[src/rtl/div_unit.sv]
// Multi-cycle RV32M divider (DIV/DIVU/REM/REMU), radix-2 restoring, one quotient bit per cycle.
// Raises div_stall while a divide is in flight and pulses done with the registered result.
module div_unit #(
    parameter int WIDTH = 32,
    parameter int CNT_W = $clog2(WIDTH) + 1
) (
    input  logic             clk,
    input  logic             rst_n,
    input  logic             start,
    input  logic [1:0]       op,
    input  logic [WIDTH-1:0] dividend,
    input  logic [WIDTH-1:0] divisor,
    input  logic             flush,
    output logic             div_stall,
    output logic             done,
    output logic [WIDTH-1:0] result
);

    typedef enum logic [1:0] {IDLE, CALC, DONE} state_t;

    state_t           state;
    logic [CNT_W-1:0] cnt;
    logic [WIDTH-1:0] rem;
    logic [WIDTH-1:0] quo;
    logic [WIDTH-1:0] dvsr;
    logic             sel_rem;
    logic             neg_q;
    logic             neg_r;
    logic             done_r;

    // Magnitude of a two's-complement value; the most-negative input yields 2^(WIDTH-1) as unsigned.
    function automatic logic [WIDTH-1:0] abs_val(input logic signed [WIDTH-1:0] x);
        logic signed [WIDTH-1:0] n;
        n = -x;
        return x[WIDTH-1] ? WIDTH'(n) : WIDTH'(x);
    endfunction

    function automatic logic [WIDTH-1:0] cond_neg(input logic [WIDTH-1:0] x, input logic neg);
        return neg ? (~x + 1'b1) : x;
    endfunction

    logic             is_signed;
    logic             accept;
    logic             div_zero;
    logic             sgn_ovf;
    logic [WIDTH:0]   rem_sh;
    logic [WIDTH-1:0] diff;
    logic             ge;
    logic [WIDTH-1:0] rem_nx;
    logic [WIDTH-1:0] quo_nx;
    logic [WIDTH-1:0] special;

    assign is_signed = ~op[0];
    assign accept    = (state == IDLE) & start & ~flush;
    assign div_zero  = (divisor == '0);
    assign sgn_ovf   = is_signed & (dividend == {1'b1, {(WIDTH-1){1'b0}}}) & (&divisor);
    assign special   = div_zero ? (op[1] ? dividend : '1)
                                : (op[1] ? '0 : dividend);

    // One restoring step: shift {rem,quo}, subtract when the divisor fits.
    assign rem_sh = {rem, quo[WIDTH-1]};
    assign ge     = (rem_sh >= {1'b0, dvsr});
    assign diff   = rem_sh[WIDTH-1:0] - dvsr;
    assign rem_nx = ge ? diff : rem_sh[WIDTH-1:0];
    assign quo_nx = {quo[WIDTH-2:0], ge};

    always_comb begin
        div_stall = 1'b0;
        if (rst_n) begin
            case (state)
                IDLE:    div_stall = start & ~flush;
                CALC:    div_stall = ~flush;
                default: div_stall = 1'b0;
            endcase
        end
    end

    assign done = done_r & ~flush;

    always_ff @(posedge clk or negedge rst_n) begin
        if (!rst_n) begin
            state   <= IDLE;
            cnt     <= '0;
            rem     <= '0;
            quo     <= '0;
            dvsr    <= '0;
            sel_rem <= 1'b0;
            neg_q   <= 1'b0;
            neg_r   <= 1'b0;
            done_r  <= 1'b0;
            result  <= '0;
        end else begin
            case (state)
                IDLE: begin
                    done_r <= 1'b0;
                    if (accept) begin
                        sel_rem <= op[1];
                        neg_q   <= is_signed & (dividend[WIDTH-1] ^ divisor[WIDTH-1]);
                        neg_r   <= is_signed & dividend[WIDTH-1];
                        quo     <= is_signed ? abs_val(dividend) : dividend;
                        dvsr    <= is_signed ? abs_val(divisor) : divisor;
                        if (div_zero | sgn_ovf) begin
                            result <= special;
                            done_r <= 1'b1;
                            state  <= DONE;
                        end else begin
                            rem   <= '0;
                            cnt   <= CNT_W'(WIDTH);
                            state <= CALC;
                        end
                    end
                end
                CALC: begin
                    if (flush) begin
                        state  <= IDLE;
                        done_r <= 1'b0;
                    end else begin
                        rem <= rem_nx;
                        quo <= quo_nx;
                        cnt <= cnt - 1'b1;
                        if (cnt == CNT_W'(1)) begin
                            // Sign fix-up is folded into the final iteration.
                            result <= sel_rem ? cond_neg(rem_nx, neg_r) : cond_neg(quo_nx, neg_q);
                            done_r <= 1'b1;
                            state  <= DONE;
                        end
                    end
                end
                DONE: begin
                    done_r <= 1'b0;
                    state  <= IDLE;
                end
                default: begin
                    done_r <= 1'b0;
                    state  <= IDLE;
                end
            endcase
        end
    end

endmodule

[config.mk]
export PLATFORM = sky130hd
export DESIGN_NAME = div_unit
export DESIGN_NICKNAME = d
export VERILOG_FILES = /design/src/rtl/div_unit.sv
export SDC_FILE = /design/constraint.sdc
export NUM_CORES = 1
export LEC_CHECK = 0
export CORE_UTILIZATION = 43
export CTS_CLUSTER_SIZE = 25
export DETAILED_ROUTE_END_ITERATION = 10
export PLACE_DENSITY = 0.62
export SLEW_MARGIN = 20
export SYNTH_ARGS = -nofsm -noshare
export SYNTH_HDL_FRONTEND = slang
export SYNTH_SLANG_ARGS = --single-unit
[constraint.sdc]
create_clock -name clk -period 5.75 [get_ports clk]
set_clock_uncertainty 0.15 [all_clocks]
set_input_delay 0.575 -clock clk [delete_from_list [all_inputs] [get_ports clk]]
set_output_delay 0.575 -clock clk [all_outputs]
set_load 0.03 [all_outputs]
# Word-level counts from Yosys, hierarchy flattened

Index checks and enable logic that the tools add are counted.

Register bits: 140
Input bits: 70
Logic and storage cells: 88

$add $sub $neg: 6
Order comparisons: 1
Equality and inequality tests: 9
Multiplexer cells: 39
Bitwise logic cells: 14
Reductions and logical operators: 9

Operators by type and width:

| kind                                                               | number |
|---|---|
| 32-bit two-way mux                                                 | 20 |
| 32-bit case mux with 2 select lines                                | 3 |
| 32-bit by 1-bit adder with 32-bit output, second input constant    | 2 |
| 32-bit negation                                                    | 2 |
| 32-bit NOT                                                         | 2 |
| 33-bit by 32-bit greater-or-equal comparator with 1-bit output     | 1 |
| 32-bit == test, second input constant                              | 1 |
| 32-bit zero test                                                   | 1 |
| 32-bit AND reduction                                               | 1 |
| 32-bit subtractor                                                  | 1 |
| 6-bit two-way mux                                                  | 3 |
| 6-bit case mux with 2 select lines                                 | 1 |
| 1-bit AND                                                          | 8 |
| 2-bit two-way mux                                                  | 4 |
| 2-bit != test, second input constant                               | 4 |
| 6-bit by 1-bit == test with 1-bit output, second input constant    | 1 |
| 6-bit by 1-bit subtractor with 6-bit output, second input constant | 1 |
| 1-bit two-way mux                                                  | 5 |
| 5-bit AND reduction                                                | 1 |
| 1-bit case mux with 2 select lines                                 | 2 |
| 2-bit case mux with 2 select lines                                 | 1 |
| 2-bit AND reduction                                                | 2 |
| 4-bit AND reduction                                                | 1 |
| 3-bit != test, second input constant                               | 1 |
| other kinds (8)                                                    | 9 |

# Longest topological paths before layout

Depth in word-level cells: 9
Gate-level depth with buffers: 24
Mapped depth without buffers: 18

# Worst setup path before layout

OpenSTA, ideal clock, no wires.

Path kind: reg2reg
Start: reg rem[3]
End: reg result[28]
Setup time: 83 ps
Data arrival time: 4226 ps
Path slack: 1292 ps
Cell stages (with the launch flop): 21
Period minus slack after synthesis: 4458 ps
Cell sequence: dfrtp_1 ha_1 buf_6 a21o_4 a31o_4 o211a_1 o31ai_4 nand2_2 buf_4 buf_2 buf_2 o21ai_0 ha_1 inv_1 nor2_1 a22oi_1 a21oi_2 o221ai_1 nor3_1 mux2_2 o21ai_0

Longest elaborated chain between the ends: 9
Elaborated cells between the ends (all ways): 13

Ends and longest elaborated chain:

| what                                                                                                | line   | text |
|---|---|---|
| start: declaration                                                                                  | 23     | `logic [WIDTH-1:0] rem;` |
| start signal: assignment                                                                            | 118    | `rem <= rem_nx;` |
| 32-bit subtractor or 33-bit by 32-bit greater-or-equal comparator with 1-bit output (tied branches) | 63, 62 |  |
| 32-bit two-way mux                                                                                  | 64     | `assign rem_nx = ge ? diff : rem_sh[WIDTH-1:0];` |
| 32-bit NOT                                                                                          | 39     | `return neg ? (~x + 1'b1) : x;` |
| 32-bit by 1-bit adder with 32-bit output                                                            | 39     |  |
| 32-bit two-way mux                                                                                  | 39     |  |
| 32-bit two-way mux (*)                                                                              | 123    | `result <= sel_rem ? cond_neg(rem_nx, neg_r) : cond_neg(quo_nx, neg_q);` |
| 32-bit two-way mux (*)                                                                              | 121    | `if (cnt == CNT_W'(1)) begin` |
| 32-bit two-way mux (*)                                                                              | 114    | `if (flush) begin` |
| 32-bit case mux with 2 select lines (*)                                                             | 93     | `case (state)` |
| end signal: assignment                                                                              | 103    | `result <= special;` |
| end signal: assignment                                                                              | 123    |  |
| end: declaration                                                                                    | 16     | `output logic [WIDTH-1:0] result` |

Mark *: on every way between the ends. The rest lies on a longest branch, timed or not. The select of a mux whose other input is x is not followed.
A chain may end at the register's enable or synchronous reset.

# Worst setup path after layout

Same ends and word-level chain as after synthesis.

==> summary.txt <==
Drt
  • ANT nets after route: 0
  • DR vias: 11934
  • DR pass1 iterations: 5
  • DRT iter0 DRCs: 939
  • Vias per Instance: 6.006
  • Per-cell routed wire length: 19.59 um
  • Top sig layer: met4
  • Met1 wire length: between 15000 and 20000 um
  • Met2 WL: ~18000 um
  • Drt drc: 0
  • Routed WL: 38920 um
  • Met3 Wirelength: between 1500 and 2000 um

Finish
  • Synth-to-layout area growth: 16.22%
  • Final net count: approximately 1700
  • Share of cells above drive strength 1: 6.316%
  • Finished Core Util: around half
  • ANT cells: 0

Global route
  • Total Routing Usage GR: approximately 28%
  • First-pass GRT wire length: 62360 um
  • Antenna violations before repair: 0
  • GR Overflow Total: 0
  • Vias in the first global route: 11464
  • Largest net degree at the start of global routing: 84

Floorplan
  • Die area: 28500 um^2
  • Initial core utilization: 44.16%
  • Boundary Pins: between 100 and 150
  • Die width: 168.8 um
  • Core box area: about 27000 um^2
  • Die height: 168.8 um
  • Standard-cell rows: 60

Logic synthesis
  • Synthesized flop and latch total: 140
  • Post-synthesis simple-gate area fraction: 22.14%
  • Synth Area in Compound Gates: 26.90%
  • Count leader, synth: nand2_1
  • Synth Area in XOR/XNOR: 9.367%
  • Post-synth top area cell: dfrtp_1
  • Most common library cells after synthesis: nand2_1 (208), o21ai_0 (192), dfrtp_1 (140)
  • Register area share after synthesis: 29.27%
  • Synth Area in Adders: 4.245%
  • Mapped Nets: 1662
  • Synth top area share: 29.27%
  • Mapped Area: 11970 um^2
  • Ys async rst share: 100.0%
  • Main flop type after synthesis: dfrtp_1
  • Largest family of logic cells by synthesized area: compound AO/OA/AOI/OAI gates
  • Synth warn: 0
  • Mux contribution to synthesized area: 2.676%
  • Mapped Cells: 1552
  • EDFF count, synth: 0
  • Synth unique cells: 96
  • Avg Cell Area, Syn: about 7.7 um^2
  • Area contributors post-synth: dfrtp_1 (29%), o21ai_0 (8.0%), nand2_1 (6.5%)

Worst setup path
  • Data required time at the worst endpoint: between 5 and 6 ns
  • Element type at the critical path start: register
  • CP Capture Type: register
  • R2r worst-path depth: 17
  • Arrival @ worst endpoint: around 5.1 ns
  • Worst R2R Setup Slack: 0.84 ns
  • Critical Path Fanout Max: 10
  • Crit Path Class: reg -> reg

Hold path
  • Hold Path Class: in -> async

Timing
  • Achievable Freq: between 200 and 250 MHz
  • Final cycle utilization of the critical path: 85.39%
  • Min Tclk post-route: 4.910 ns
  • Final setup vio count: 0
  • Relative slew slack: approximately a third
  • Setup TNS: 0 ns
  • Pin slew with the least headroom to its limit: 1.006 ns
  • Final Hold Fails: 0
  • Fin. max-slew vios: 0
  • Unrepaired setup endpoints after global routing: false
  • WHS: 0.02819 ns

Power
  • Leakage: 5.695 nW
  • PwrDens: 613.9 nW/um^2
  • Total chip power: 8.539 mW
  • Maximum VDD drop: about 0.38 mV

Clock tree
  • Reg clk slew, reported paths: 0.07 ns
  • CTS Hold Buffers Added: 0
  • H-Tree Depth: 4
  • Setup Buffers After CTS: 0
  • CTS max path bufs: 2
  • CTS tree: done
  • Post-CTS sizing: 0
  • Number of buffers created by CTS: 17
  • Clock Sinks: 140
  • Root buf cell: clkbuf_16
  • Worst skew pair latency: 0.44 ns

Place
  • Hpwl dp: 29490 um
  • Final Wtd Congestion: 0.9350
  • IO Port Bufs: 103

Flow run
  • Max Cap Viol: 0

Run status
  • Status: finished clean
==> flip-flops by register name, indices dropped and copies added (netlist names) <==
signal and count:
done_r 1, cnt 6, state 2, result 32
dvsr 32, quo 32, neg_r 1, sel_rem 1
rem 32, neg_q 1
==> metrics by stage <==
stage               worst slack [ns]  instance area [um^2]  cells
floorplan                      1.292                 11970   1552
global placement              0.9797                 13230   1954
detailed placement            0.9199                 13230   1954
CTS                           0.9528                 13890   1986
global route                  0.5357                 13910   1987
finish                        0.8400                 13910   1987
==> placed cells by master (no fill, tap or decap), drive strengths merged, types with 7 or more instances in the layout <==
cell	instances
a211o	7
a211oi	11
a21o	16
a21oi	133
a22o	7
a22oi	7
a31oi	20
and2	15
and3	10
buf	24
clkbuf	18
clkdlybuf4s50	102
clkinv	7
dfrtp	140
ha	39
inv	58
mux2i	26
nand2	209
nand2b	15
nand3	21
nand4	22
nor2	130
nor2b	12
nor3	37
nor4	22
o211ai	7
o21ai	197
o31ai	26
o41ai	14
or3	21
or4	13
xnor2	63
xor2	65
==> cell families (layout without fill, tap and decap cells) <==
kind of cell               count (synthesis)  count (layout)
adders and majority gates                 40              40
buffers and inverters                    152             215
xor gates and xnor gates                 128             128
DFF                                      140             140
muxes                                     31              31
AOI/OAI and AO/OA                        511             511
and+or+nand+nor                          550             550
==> cell type report <==
cell class                      instances  area (um^2)
Clock inverter                         14        216.5
Clock buffer                           18        439.2
Timing Repair Buffer                  126         1217
Multi-Input combinational cell       1260         7853
Sequential cell                       140         3503
Tap cell                              372        465.4
Fill cell                            2679        13190
Inverter                               57        214.0
==> final timing paths <==
kind,start,endpoint
max,rem[3],result[28]
min,rst_n,dvsr[5]
max reg2reg,rem[3],result[28]
min reg2reg,result[19],result[19]
max in group asynchronous,rst_n,result[27]
min in group clk,result[19],result[19]
==> worst max-delay path: stages, from the launching register on <==
cell      delay, ns
dfrtp_1        0.43
ha_1           0.45
a21o_4         0.28
a31o_4         0.23
o211a_1        0.31
o31ai_4        0.49
nand2_2        0.20
inv_2          0.10
mux2i_1        0.29
ha_1           0.22
inv_1          0.11
nor2_1         0.12
a22oi_1        0.15
a21oi_2        0.26
o221ai_1       0.30
nor3_1         0.26
mux2_2         0.35
o21ai_0        0.13
==> power breakdown <==
group / total [mW] / switching (mW) / leakage [nW] / internal [mW]
combinational: 5.52 / 3.47 / 3.58 / 2.05
sequential: 1.77 / 0.423 / 1.80 / 1.34
clock: 1.25 / 0.467 / 0.321 / 0.783
total: 8.54 / 4.36 / 5.70 / 4.18
==> per-layer routing <==
layer / vias to the layer above / track usage, %
met5: - / 0
met1: 5786 / 38.64
met4: 0 / 9.289
met2: 391 / 44.99
li1: 5700 / -
met3: 57 / 3.414
(Power assumes the default switching activity.)
